### src/rtl/blit_phrase_engine.sv
// 2-D phrase-mode fill/copy engine with GPU register file, bus request/grant master
// port, copy read buffer, per-row strides, abort and completion interrupt.
module blit_phrase_engine #(
  parameter int DATA_W    = 64,
  parameter int ADDR_W    = 24,
  parameter int CNT_W     = 16,
  parameter int BUF_DEPTH = 4
) (
  input  logic              sys_clk,
  input  logic              xreset_n,
  input  logic              reg_wr,
  input  logic              reg_rd,
  input  logic [2:0]        reg_addr,
  input  logic [31:0]       reg_din,
  output logic [31:0]       gpu_dout_out,
  output logic              gpu_dout_oe,
  output logic              blit_breq,
  input  logic              blit_bgnt,
  output logic              mreq,
  output logic              mread,
  output logic [ADDR_W-1:0] maddr,
  output logic [DATA_W-1:0] mwdata,
  input  logic [DATA_W-1:0] mrdata,
  input  logic              mack,
  output logic              busy,
  output logic              blit_int
);

  localparam int INC  = DATA_W / 8;
  localparam int AL   = $clog2(INC);
  localparam int BI_W = $clog2(BUF_DEPTH);
  localparam int K_W  = BI_W + 1;

  localparam logic [2:0] S_IDLE   = 3'd0;
  localparam logic [2:0] S_REQ    = 3'd1;
  localparam logic [2:0] S_READ   = 3'd2;
  localparam logic [2:0] S_WRITE  = 3'd3;
  localparam logic [2:0] S_ROWEND = 3'd4;
  localparam logic [2:0] S_DONE   = 3'd5;

  logic [2:0]        r_state;
  logic [ADDR_W-1:0] r_src, r_dst, r_sp, r_dp;
  logic [CNT_W-1:0]  r_inner, r_outer, r_inner_rem, r_outer_rem;
  logic [15:0]       r_sstride, r_dstride;
  logic [31:0]       r_fill_lo, r_fill_hi;
  logic              r_mode, r_int_en, r_err, r_stopped, r_abort, r_inflight;
  logic              r_dout_oe;
  logic [31:0]       r_dout;
  logic [BI_W-1:0]   r_bidx;
  logic [K_W-1:0]    r_k;
  logic [DATA_W-1:0] r_buf [BUF_DEPTH];

  logic [DATA_W-1:0] w_fill;
  logic [ADDR_W-1:0] w_addr, w_sstride, w_dstride;
  logic              w_cmd, w_stop, w_cfg_wr, w_abort, w_xfer_st, w_done_xfer;
  logic              w_last, w_zero;

  // Burst length for the next copy read phase.
  function automatic logic [K_W-1:0] f_burst(input logic [CNT_W-1:0] n);
    if (n > CNT_W'(BUF_DEPTH)) return K_W'(BUF_DEPTH);
    return K_W'(n);
  endfunction

  generate
    if (DATA_W == 64) begin : g_fill64
      assign w_fill = {r_fill_hi, r_fill_lo};
    end else begin : g_fill32
      assign w_fill = DATA_W'(r_fill_lo);
    end
  endgenerate

  assign w_cmd       = reg_wr && (reg_addr == 3'd6);
  assign w_stop      = reg_wr && (reg_addr == 3'd7) && busy;
  assign w_cfg_wr    = reg_wr && (reg_addr < 3'd6);
  assign w_abort     = r_abort || w_stop;
  assign w_xfer_st   = (r_state == S_READ) || (r_state == S_WRITE);
  assign w_zero      = (r_inner_rem == '0) || (r_outer_rem == '0);
  assign w_last      = ({1'b0, r_bidx} == (r_k - K_W'(1)));
  assign w_sstride   = {{(ADDR_W-16){r_sstride[15]}}, r_sstride};
  assign w_dstride   = {{(ADDR_W-16){r_dstride[15]}}, r_dstride};
  assign w_addr      = (r_state == S_READ) ? r_sp : r_dp;

  // A started transfer is held regardless of grant; a new one needs grant and no pending abort.
  assign mreq        = w_xfer_st && (r_inflight || (blit_bgnt && !r_abort));
  assign w_done_xfer = mreq && mack;
  assign mread       = mreq && (r_state == S_READ);
  assign maddr       = mreq ? {w_addr[ADDR_W-1:AL], {AL{1'b0}}} : '0;
  assign mwdata      = (mreq && !mread) ? (r_mode ? r_buf[r_bidx] : w_fill) : '0;

  assign busy         = (r_state != S_IDLE);
  assign blit_breq    = (r_state == S_READ) || (r_state == S_WRITE) || (r_state == S_ROWEND) ||
                        ((r_state == S_REQ) && !w_zero);
  assign blit_int     = (r_state == S_DONE) && r_int_en;
  assign gpu_dout_oe  = r_dout_oe;
  assign gpu_dout_out = r_dout;

  always_ff @(posedge sys_clk) begin
    if (!xreset_n) begin
      r_state     <= S_IDLE;
      r_src       <= '0;
      r_dst       <= '0;
      r_sp        <= '0;
      r_dp        <= '0;
      r_inner     <= '0;
      r_outer     <= '0;
      r_inner_rem <= '0;
      r_outer_rem <= '0;
      r_sstride   <= '0;
      r_dstride   <= '0;
      r_fill_lo   <= '0;
      r_fill_hi   <= '0;
      r_mode      <= 1'b0;
      r_int_en    <= 1'b0;
      r_err       <= 1'b0;
      r_stopped   <= 1'b0;
      r_abort     <= 1'b0;
      r_inflight  <= 1'b0;
      r_dout_oe   <= 1'b0;
      r_dout      <= '0;
      r_bidx      <= '0;
      r_k         <= '0;
      for (int i = 0; i < BUF_DEPTH; i++) r_buf[i] <= '0;
    end else begin
      r_dout_oe  <= reg_rd;
      r_dout     <= reg_rd ? {busy, r_err, r_stopped, 13'b0, 16'(r_outer_rem)} : 32'h0;
      r_inflight <= mreq && !mack;
      if (reg_rd && (reg_addr == 3'd7)) begin
        r_err     <= 1'b0;
        r_stopped <= 1'b0;
      end
      if (busy && (w_cfg_wr || w_cmd)) r_err <= 1'b1;
      if (!busy && w_cfg_wr) begin
        case (reg_addr)
          3'd0:    r_src <= reg_din[ADDR_W-1:0];
          3'd1:    r_dst <= reg_din[ADDR_W-1:0];
          3'd2:    begin r_outer <= reg_din[16 +: CNT_W]; r_inner <= reg_din[CNT_W-1:0]; end
          3'd3:    begin r_dstride <= reg_din[31:16]; r_sstride <= reg_din[15:0]; end
          3'd4:    r_fill_lo <= reg_din;
          default: r_fill_hi <= reg_din;
        endcase
      end
      if (w_stop && (r_state != S_DONE)) r_abort <= 1'b1;

      case (r_state)
        S_IDLE: if (w_cmd) begin
          r_sp        <= r_src;
          r_dp        <= r_dst;
          r_inner_rem <= r_inner;
          r_outer_rem <= r_outer;
          r_mode      <= reg_din[0];
          r_int_en    <= reg_din[1];
          r_state     <= S_REQ;
        end
        S_REQ: begin
          if (w_zero || w_abort) r_state <= S_DONE;
          else if (blit_bgnt) begin
            r_k     <= f_burst(r_inner_rem);
            r_bidx  <= '0;
            r_state <= r_mode ? S_READ : S_WRITE;
          end
        end
        S_READ: begin
          if (w_done_xfer) begin
            r_buf[r_bidx] <= mrdata;
            r_sp          <= r_sp + ADDR_W'(INC);
            r_bidx        <= r_bidx + BI_W'(1);
            if (w_abort) r_state <= S_DONE;
            else if (w_last) begin
              r_bidx  <= '0;
              r_state <= S_WRITE;
            end
          end else if (!mreq && w_abort) r_state <= S_DONE;
        end
        S_WRITE: begin
          if (w_done_xfer) begin
            r_dp        <= r_dp + ADDR_W'(INC);
            r_inner_rem <= r_inner_rem - CNT_W'(1);
            r_bidx      <= r_bidx + BI_W'(1);
            if (w_abort) r_state <= S_DONE;
            else if (r_inner_rem == CNT_W'(1)) r_state <= S_ROWEND;
            else if (r_mode && w_last) begin
              r_bidx  <= '0;
              r_k     <= f_burst(r_inner_rem - CNT_W'(1));
              r_state <= S_READ;
            end
          end else if (!mreq && w_abort) r_state <= S_DONE;
        end
        S_ROWEND: begin
          if (w_abort) r_state <= S_DONE;
          else begin
            r_sp        <= r_sp + w_sstride;
            r_dp        <= r_dp + w_dstride;
            r_outer_rem <= r_outer_rem - CNT_W'(1);
            r_inner_rem <= r_inner;
            r_k         <= f_burst(r_inner);
            r_bidx      <= '0;
            if (r_outer_rem == CNT_W'(1)) r_state <= S_DONE;
            else r_state <= r_mode ? S_READ : S_WRITE;
          end
        end
        S_DONE: begin
          if (w_abort) r_stopped <= 1'b1;
          r_abort <= 1'b0;
          r_state <= S_IDLE;
        end
        default: r_state <= S_IDLE;
      endcase
    end
  end

endmodule

### config.mk
export PLATFORM = sky130hd
export DESIGN_NAME = blit_phrase_engine
export DESIGN_NICKNAME = d
export VERILOG_FILES = /design/src/rtl/blit_phrase_engine.sv
export SDC_FILE = /design/constraint.sdc
export NUM_CORES = 1
export LEC_CHECK = 0
export CORE_ASPECT_RATIO = 0.75
export CORE_MARGIN = 3
export CORE_UTILIZATION = 58
export CTS_CLUSTER_SIZE = 8
export DETAILED_ROUTE_END_ITERATION = 10
export PLACE_DENSITY = 0.8
export SYNTH_ARGS = -nofsm -noshare
export SYNTH_HDL_FRONTEND = slang
export SYNTH_SLANG_ARGS = --single-unit
### constraint.sdc
create_clock -name sys_clk -period 8.2 [get_ports sys_clk]
set_input_delay 1.64 -clock sys_clk [delete_from_list [all_inputs] [get_ports sys_clk]]
set_output_delay 1.64 -clock sys_clk [all_outputs]
set_load 0.05 [all_outputs]
==> reports/summary.txt, run 1 <==
status -> complete, no violations
PortBufs -> 214
P per Cell Area -> 209 mW/mm^2
Worst setup EP type -> output pin
crit-path cells -> clkdlybuf4s50_1 -> nor2b_1 -> nor2_1 -> nor2_1 -> a22o_1 -> clkdlybuf4s50_1
total count of hold-check failures in the final report -> 0
fin nets -> 3148
post-route ant nets -> 0
Yosys cell types -> 92
Leak -> 11.4 nW
critical path launch point type -> input pin
fmax -> 153 MHz
worst clock skew -> 37.3 ps
H-Tree Depth -> 3
Synth Register Bits -> 548
Logic pwr share -> 8.3%
VDD IR max -> 0.000171 V
commonest non-fill, non-tap cell in the layout -> nand2_1
Critical Path AT -> 4880 ps
worst slew pin tran -> 1370 ps
sw frac -> 24.6%
max-capacitance violation count -> 0
Num CTS Buffers -> 78
pre-CTS WS -> 1700 ps
worst setup margin -> 1680 ps
die area -> 0.0488 mm^2
Final Max Tran Viols -> 0
critical path class -> input pin to output pin
initial antenna violation count -> 6
vias -> 23.1k
part of the cycle the worst path needs -> 79.5%
clock sink count -> 548
sequential power share -> 46.1%
Final Critical Period -> 6520 ps
commonest cells after routing, fill and taps aside -> nand2_1, nor2_1, a21oi_1
Post-Syn Instances -> 2850
height of the die -> 192 um
Buf/Inv on CP -> 2
Async S/R FF share, synth -> 0%
DR iter-0 viols -> 2990
Crit Path Max Fanout -> 21
Ports -> 231
area grow syn2layout -> 17.4%
endpoints failing setup -> 0
number of flops mapped to enable cells by yosys -> 256
sequential share of the synthesized area -> 50.5%
CTS Hold Buffers Added -> 0
CP required -> 6560 ps
vias in the first global route -> 22.0k
first-pass GRT wire length -> 129 mm
Crit path largest cell delay -> 1010 ps
gp weighted congestion -> 0.979
Setup Fix Bufs, Post-CTS -> 0
fraction of layout cells with a size suffix above 1 -> 7.66%
DR vias/cell -> 6.38
GRT Residual Overflow -> 0
DP Wirelength -> 55.1 mm
# DRC -> 0
Worst-path clk slew -> 50 ps
Mean Syn Cell Area -> 9.40 um^2
chip width -> 254 um
RSZ-0062 raised after global routing -> no
GRT Resource Usage Total -> 34.9%
P_sw -> 0.00161 W
Clock Path Buffers -> 3
Rows -> 67
clock share of power -> 45.6%
TritonCTS clock tree -> built
Synth Warn # -> 0
Pre-Repair DR Iteration Count -> 6
routed wire length per instance -> 23.8 um
Cell Area, Synth -> 0.0268 mm^2
largest net degree at the start of global routing -> 87
later-pin clock latency in the skew report -> 620 ps
core area -> 0.0452 mm^2
Resized Gates After CTS -> 0
Clk Tree Root Cell -> clkbuf_16
Worst Hold Class -> flop to flop
Crit-path slowest cell -> nor2_1
Cell Int Power -> 0.00495 W
Setup TNS -> 0 ps
Post-synth top flop -> dfxtp_1
Post-Route WL -> 86.2 mm
max_slew headroom -> 8.08%
initial core utilization -> 59.3%
Top delay family on crit path -> simple AND/OR/NAND/NOR gates
kinds of logic (layout without fill, tap and decap cells):
| kind of cell | after synthesis | in the layout | share of synthesized area (%) |
|---|---|---|---|
| adder cells (fa/ha/maj) | 57 | 57 | 2.72 |
| flip-flops | 548 | 548 | 50.5 |
| AO/OA/AOI/OAI | 618 | 618 | 14.2 |
| buffers and inverters | 299 | 464 | 4.52 |
| multiplexers | 136 | 136 | 8.07 |
| XOR/XNOR | 65 | 65 | 2.12 |
| other | 1 | 20 | 0.0140 |
| AND/OR/NAND/NOR | 1126 | 1126 | 17.8 |
per-layer routing:
metal	share of wire [%]	track usage (%)	wire length [um]	vias to the layer above
met5	0.053	0	46	-
met4	4.6	15.9	3960	6
met3	12	9.63	10100	273
met2	44	52.3	38100	1447
met1	39	47.3	34000	11100
li1	-	-	-	10300
worst reg2reg max path: cells and delay by family, from the launching register on:
family	cells	cell delay, ps
simple gates	3	2260
compound gates	4	710
flops	1	670
buf+inv	1	370
metrics by stage:
| step | std cells | hold slack [ps] | util, % | instance area (um^2) | total power, W |
|---|---|---|---|---|---|
| floorplan | 2865 | 433 | - | 26800 | 0.00339 |
| global placement | 3492 | 441 | 64.7 | 29200 | 0.00359 |
| detailed placement | 3492 | 448 | 64.7 | 29200 | 0.00360 |
| CTS | 3616 | 455 | 69.6 | 31500 | 0.00656 |
| global route | 3618 | 473 | 69.6 | 31500 | 0.00673 |
| finish | 3620 | 454 | 69.6 | 31500 | 0.00657 |
area by class of cell:
| cell class | instances | area [um^2] |
|---|---|---|
| Fill cell | 3252 | 13700 |
| Tap cell | 586 | 733 |
| Sequential cell | 548 | 13500 |
| Timing Repair Buffer | 245 | 2370 |
| Clock inverter | 4 | 75.1 |
| Antenna cell | 4 | 10.0 |
| Inverter | 95 | 362 |
| Clock buffer | 120 | 2150 |
| Multi-Input combinational cell | 2018 | 12200 |
cell usage after synthesis (4+ instances only):
cell type	number	area [um^2]
o21bai_1	6	45.0
and3_1	44	275
mux2i_1	71	711
nor3b_1	5	37.5
nor4_1	7	43.8
edfxtp_1	256	7690
ha_1	55	688
o21ai_1	7	35.0
o22ai_1	13	81.3
buf_1	12	45.0
xor2_1	26	228
nand3_1	45	225
nand4_1	15	93.8
or3_1	4	25.0
nor2_1	396	1490
clkbuf_1	153	574
a31oi_1	13	81.3
o21ai_0	107	536
a21oi_1	303	1520
inv_1	94	353
and2_1	14	87.6
a22oi_1	13	97.6
o211ai_1	5	37.5
buf_4	16	120
buf_2	23	115
a41oi_1	4	35.0
o21a_1	11	82.6
xnor2_1	39	342
a221oi_1	39	342
nor3_1	38	190
mux4_2	64	1440
nand2b_1	15	93.8
a211oi_1	18	135
dfxtp_1	292	5850
a22o_1	20	175
nand2_1	508	1910
a21o_1	15	113
power groups by stage:
stage / combinational, W / clock (W) / sequential [W]
6_report: 0.000545 / 0.00299 / 0.00303
4_1_cts: 0.000532 / 0.00300 / 0.00303
2_1_floorplan: 0.000333 / 0 / 0.00306
3_3_place_gp: 0.000517 / 0 / 0.00307
3_5_place_dp: 0.000527 / 0 / 0.00308
5_1_grt: 0.000578 / 0.00312 / 0.00303
state kept, by name, indices dropped and copies added (netlist names), 2 cells and up, named ones only:
name / cells
gpu_dout_out: 19
r_bidx: 2
r_buf: 256
r_dp: 24
r_dst: 24
r_dstride: 16
r_fill_hi: 32
r_fill_lo: 32
r_inner: 16
r_inner_rem: 16
r_k: 3
r_outer: 16
r_outer_rem: 16
r_sp: 24
r_src: 24
r_sstride: 16
r_state: 3
path summary, 6_finish.rpt:
| path | from | to | slack [ps] | cells past startpoint |
|---|---|---|---|---|
| max | blit_bgnt | maddr[8] | 1680 | 6 |
| min | r_outer[2] | r_outer[2] | 450 | 2 |
| max reg2reg | r_state[2] | r_inner_rem[13] | 4050 | 8 |
| min reg2reg | r_outer[2] | r_outer[2] | 450 | 2 |
No activity file was read; power rests on OpenSTA's default activity.
==> run 2, diff against run 1 <==
Settings changed: CORE_UTILIZATION 58 to 53, PLACE_DENSITY 0.8 to 0.77.
Clock period 8.2 ns to 5.8 ns, I/O delays scaled along.
==> run 2 against run 1 <==
Effect of this change: total power increased by 41%; clock power grew 41%; highest routed layer unchanged; final cell count grew 2.0%; largest power group unchanged.
==> reports/summary.txt, run 2 (synthesized netlist as in run 1, its figures left out) <==
part of the cycle the worst path needs -> 82.3%
worst clock skew -> 30.9 ps
fin nets -> 3159
largest net degree at the start of global routing -> 181
Worst setup EP type -> output pin
Critical Path AT -> 3610 ps
Post-Route WL -> 87.5 mm
Setup Fix Bufs, Post-CTS -> 0
DP Wirelength -> 56.7 mm
sequential power share -> 46.1%
Pre-Repair DR Iteration Count -> 5
Final Max Tran Viols -> 0
height of the die -> 201 um
area grow syn2layout -> 18.3%
critical path class -> input pin to output pin
H-Tree Depth -> 3
initial antenna violation count -> 5
die area -> 0.0533 mm^2
PortBufs -> 214
routed wire length per instance -> 23.7 um
critical path launch point type -> input pin
r2r startpoint -> r_state[2]
Reg-to-Reg End -> r_dp[15]
core area -> 0.0493 mm^2
Worst Hold Class -> flop to flop
Leak -> 11.5 nW
Power, Total -> 0.00929 W
later-pin clock latency in the skew report -> 630 ps
commonest cells after routing, fill and taps aside -> nand2_1, nor2_1, a21oi_1
fmax -> 209 MHz
endpoints failing setup -> 0
Worst-path clk slew -> 50 ps
Fill cells -> 3814
Largest register FFs -> 256
commonest non-fill, non-tap cell in the layout -> nand2_1
initial core utilization -> 54.3%
Crit path depth -> 6
Cell Int Power -> 0.00694 W
sw frac -> 25.2%
Clock Path Buffers -> 3
GRT Resource Usage Total -> 32.1%
Clk Tree Root Cell -> clkbuf_16
fraction of layout cells with a size suffix above 1 -> 8.74%
vias in the first global route -> 22.3k
worst slew pin tran -> 1260 ps
# DRC -> 0
clock sink count -> 548
clock share of power -> 45.4%
Resized Gates After CTS -> 0
Util after Layout -> 64.3%
CP required -> 4640 ps
Crit Path Max Fanout -> 65
max_slew headroom -> 15.8%
Logic pwr share -> 8.4%
max-capacitance violation count -> 0
Final Critical Period -> 4770 ps
Num CTS Buffers -> 78
Reg2Reg Depth -> 8
VDD IR max -> 0.000229 V
crit-path cells -> clkdlybuf4s50_1 -> nor2b_1 -> o21ai_4 -> buf_4 -> nor2_1 -> clkdlybuf4s50_1
RSZ-0062 raised after global routing -> no
P per Cell Area -> 293 mW/mm^2
worst setup margin -> 1030 ps
setup slack, reg-to-reg -> 2340 ps
chip width -> 266 um
Crit-path slowest cell -> clkdlybuf4s50_1
Top delay family on crit path -> buffers and inverters
Top reg by flops -> r_buf
Buf/Inv on CP -> 3
gp weighted congestion -> 0.955
P_sw -> 0.00234 W
CTS Hold Buffers Added -> 0
WHS Endpoint -> r_fill_hi[12]
Crit path largest cell delay -> 850 ps
total count of hold-check failures in the final report -> 0
hold_sp -> r_fill_hi[12]
biggest registers after layout -> r_buf x256, r_fill_hi x32, r_fill_lo x32
Hold Path Stages -> 2
status -> complete, no violations
diode count -> 0
GRT Residual Overflow -> 0
crit-path most repeated cell -> clkdlybuf4s50_1
TritonCTS clock tree -> built
DR iter-0 viols -> 2846
Ports -> 231
first-pass GRT wire length -> 132 mm
pre-CTS WS -> 1080 ps
DR vias/cell -> 6.28
Rows -> 70
vias -> 23.2k
post-route ant nets -> 0
[run 2: cell types whose count changed in the layout (fill, tap and decap cells not counted), moves of 2 or more]
cell and delta:
buf_12 +10, diode_2 -4, clkdlybuf4s50_1 -20, buf_4 +21
clkinv_16 +2, clkinv_8 +3, clkbuf_16 -2
[run 2: area by class of cell]
type                    instances  area [um^2]  share of cell area (%)
clock inverters                 8          150                   0.474
flip-flops and latches        548        13500                    42.7
repair buffers                256         2530                    7.97
well taps                     648          811                    2.56
multi-input cells            2018        12200                    38.5
clock buffers                 119         2110                    6.64
inverters                      95          362                    1.14
[run 2: routing by layer]
metal	vias up	GRT usage [%]	part of all wire [%]	routed length, um
met5	-	0	0.053	46
met1	11200	44.3	39	34100
met4	8	12.4	4.2	3710
li1	10300	-	-	-
met3	253	9.07	13	11200
met2	1403	48.2	44	38300
[run 2: worst max-delay path by stage]
stage | endpoint | from | slack (ps)
6_report | mwdata[47] | blit_bgnt | 1030
3_5_place_dp | mwdata[14] | blit_bgnt | 1080
3_3_place_gp | mwdata[56] | blit_bgnt | 1220
5_1_grt | mwdata[23] | flop | 920
2_1_floorplan | r_buf[1][0] | blit_bgnt | -1420
4_1_cts | mwdata[47] | blit_bgnt | 1050
[run 2: through the flow]
| step | setup TNS [ps] | instances | area [um^2] | hold WS, ps |
|---|---|---|---|---|
| floorplan | -363660 | 2865 | 26800 | 433 |
| global placement | 0 | 3565 | 29400 | 441 |
| detailed placement | 0 | 3565 | 29400 | 446 |
| CTS | 0 | 3692 | 31700 | 454 |
| global route | 0 | 3692 | 31700 | 473 |
| finish | 0 | 3692 | 31700 | 453 |
[run 2: worst register-to-register path, cell delays in order, from the launching register on]
cell	delay (ps)
dfxtp_1	700
a31oi_1	80
a41oi_1	240
nand3_1	470
nand2_1	1090
nand3_1	160
o21a_1	170
a221oi_1	310
nor2_1	90
[run 2: power by group through the flow]
stage	logic (W)	registers (W)	clock network [W]
floorplan	0.000470	0.00432	0
global placement	0.000745	0.00434	0
detailed placement	0.000761	0.00435	0
CTS	0.000766	0.00428	0.00424
global route	0.000833	0.00429	0.00440
finish	0.000785	0.00428	0.00422
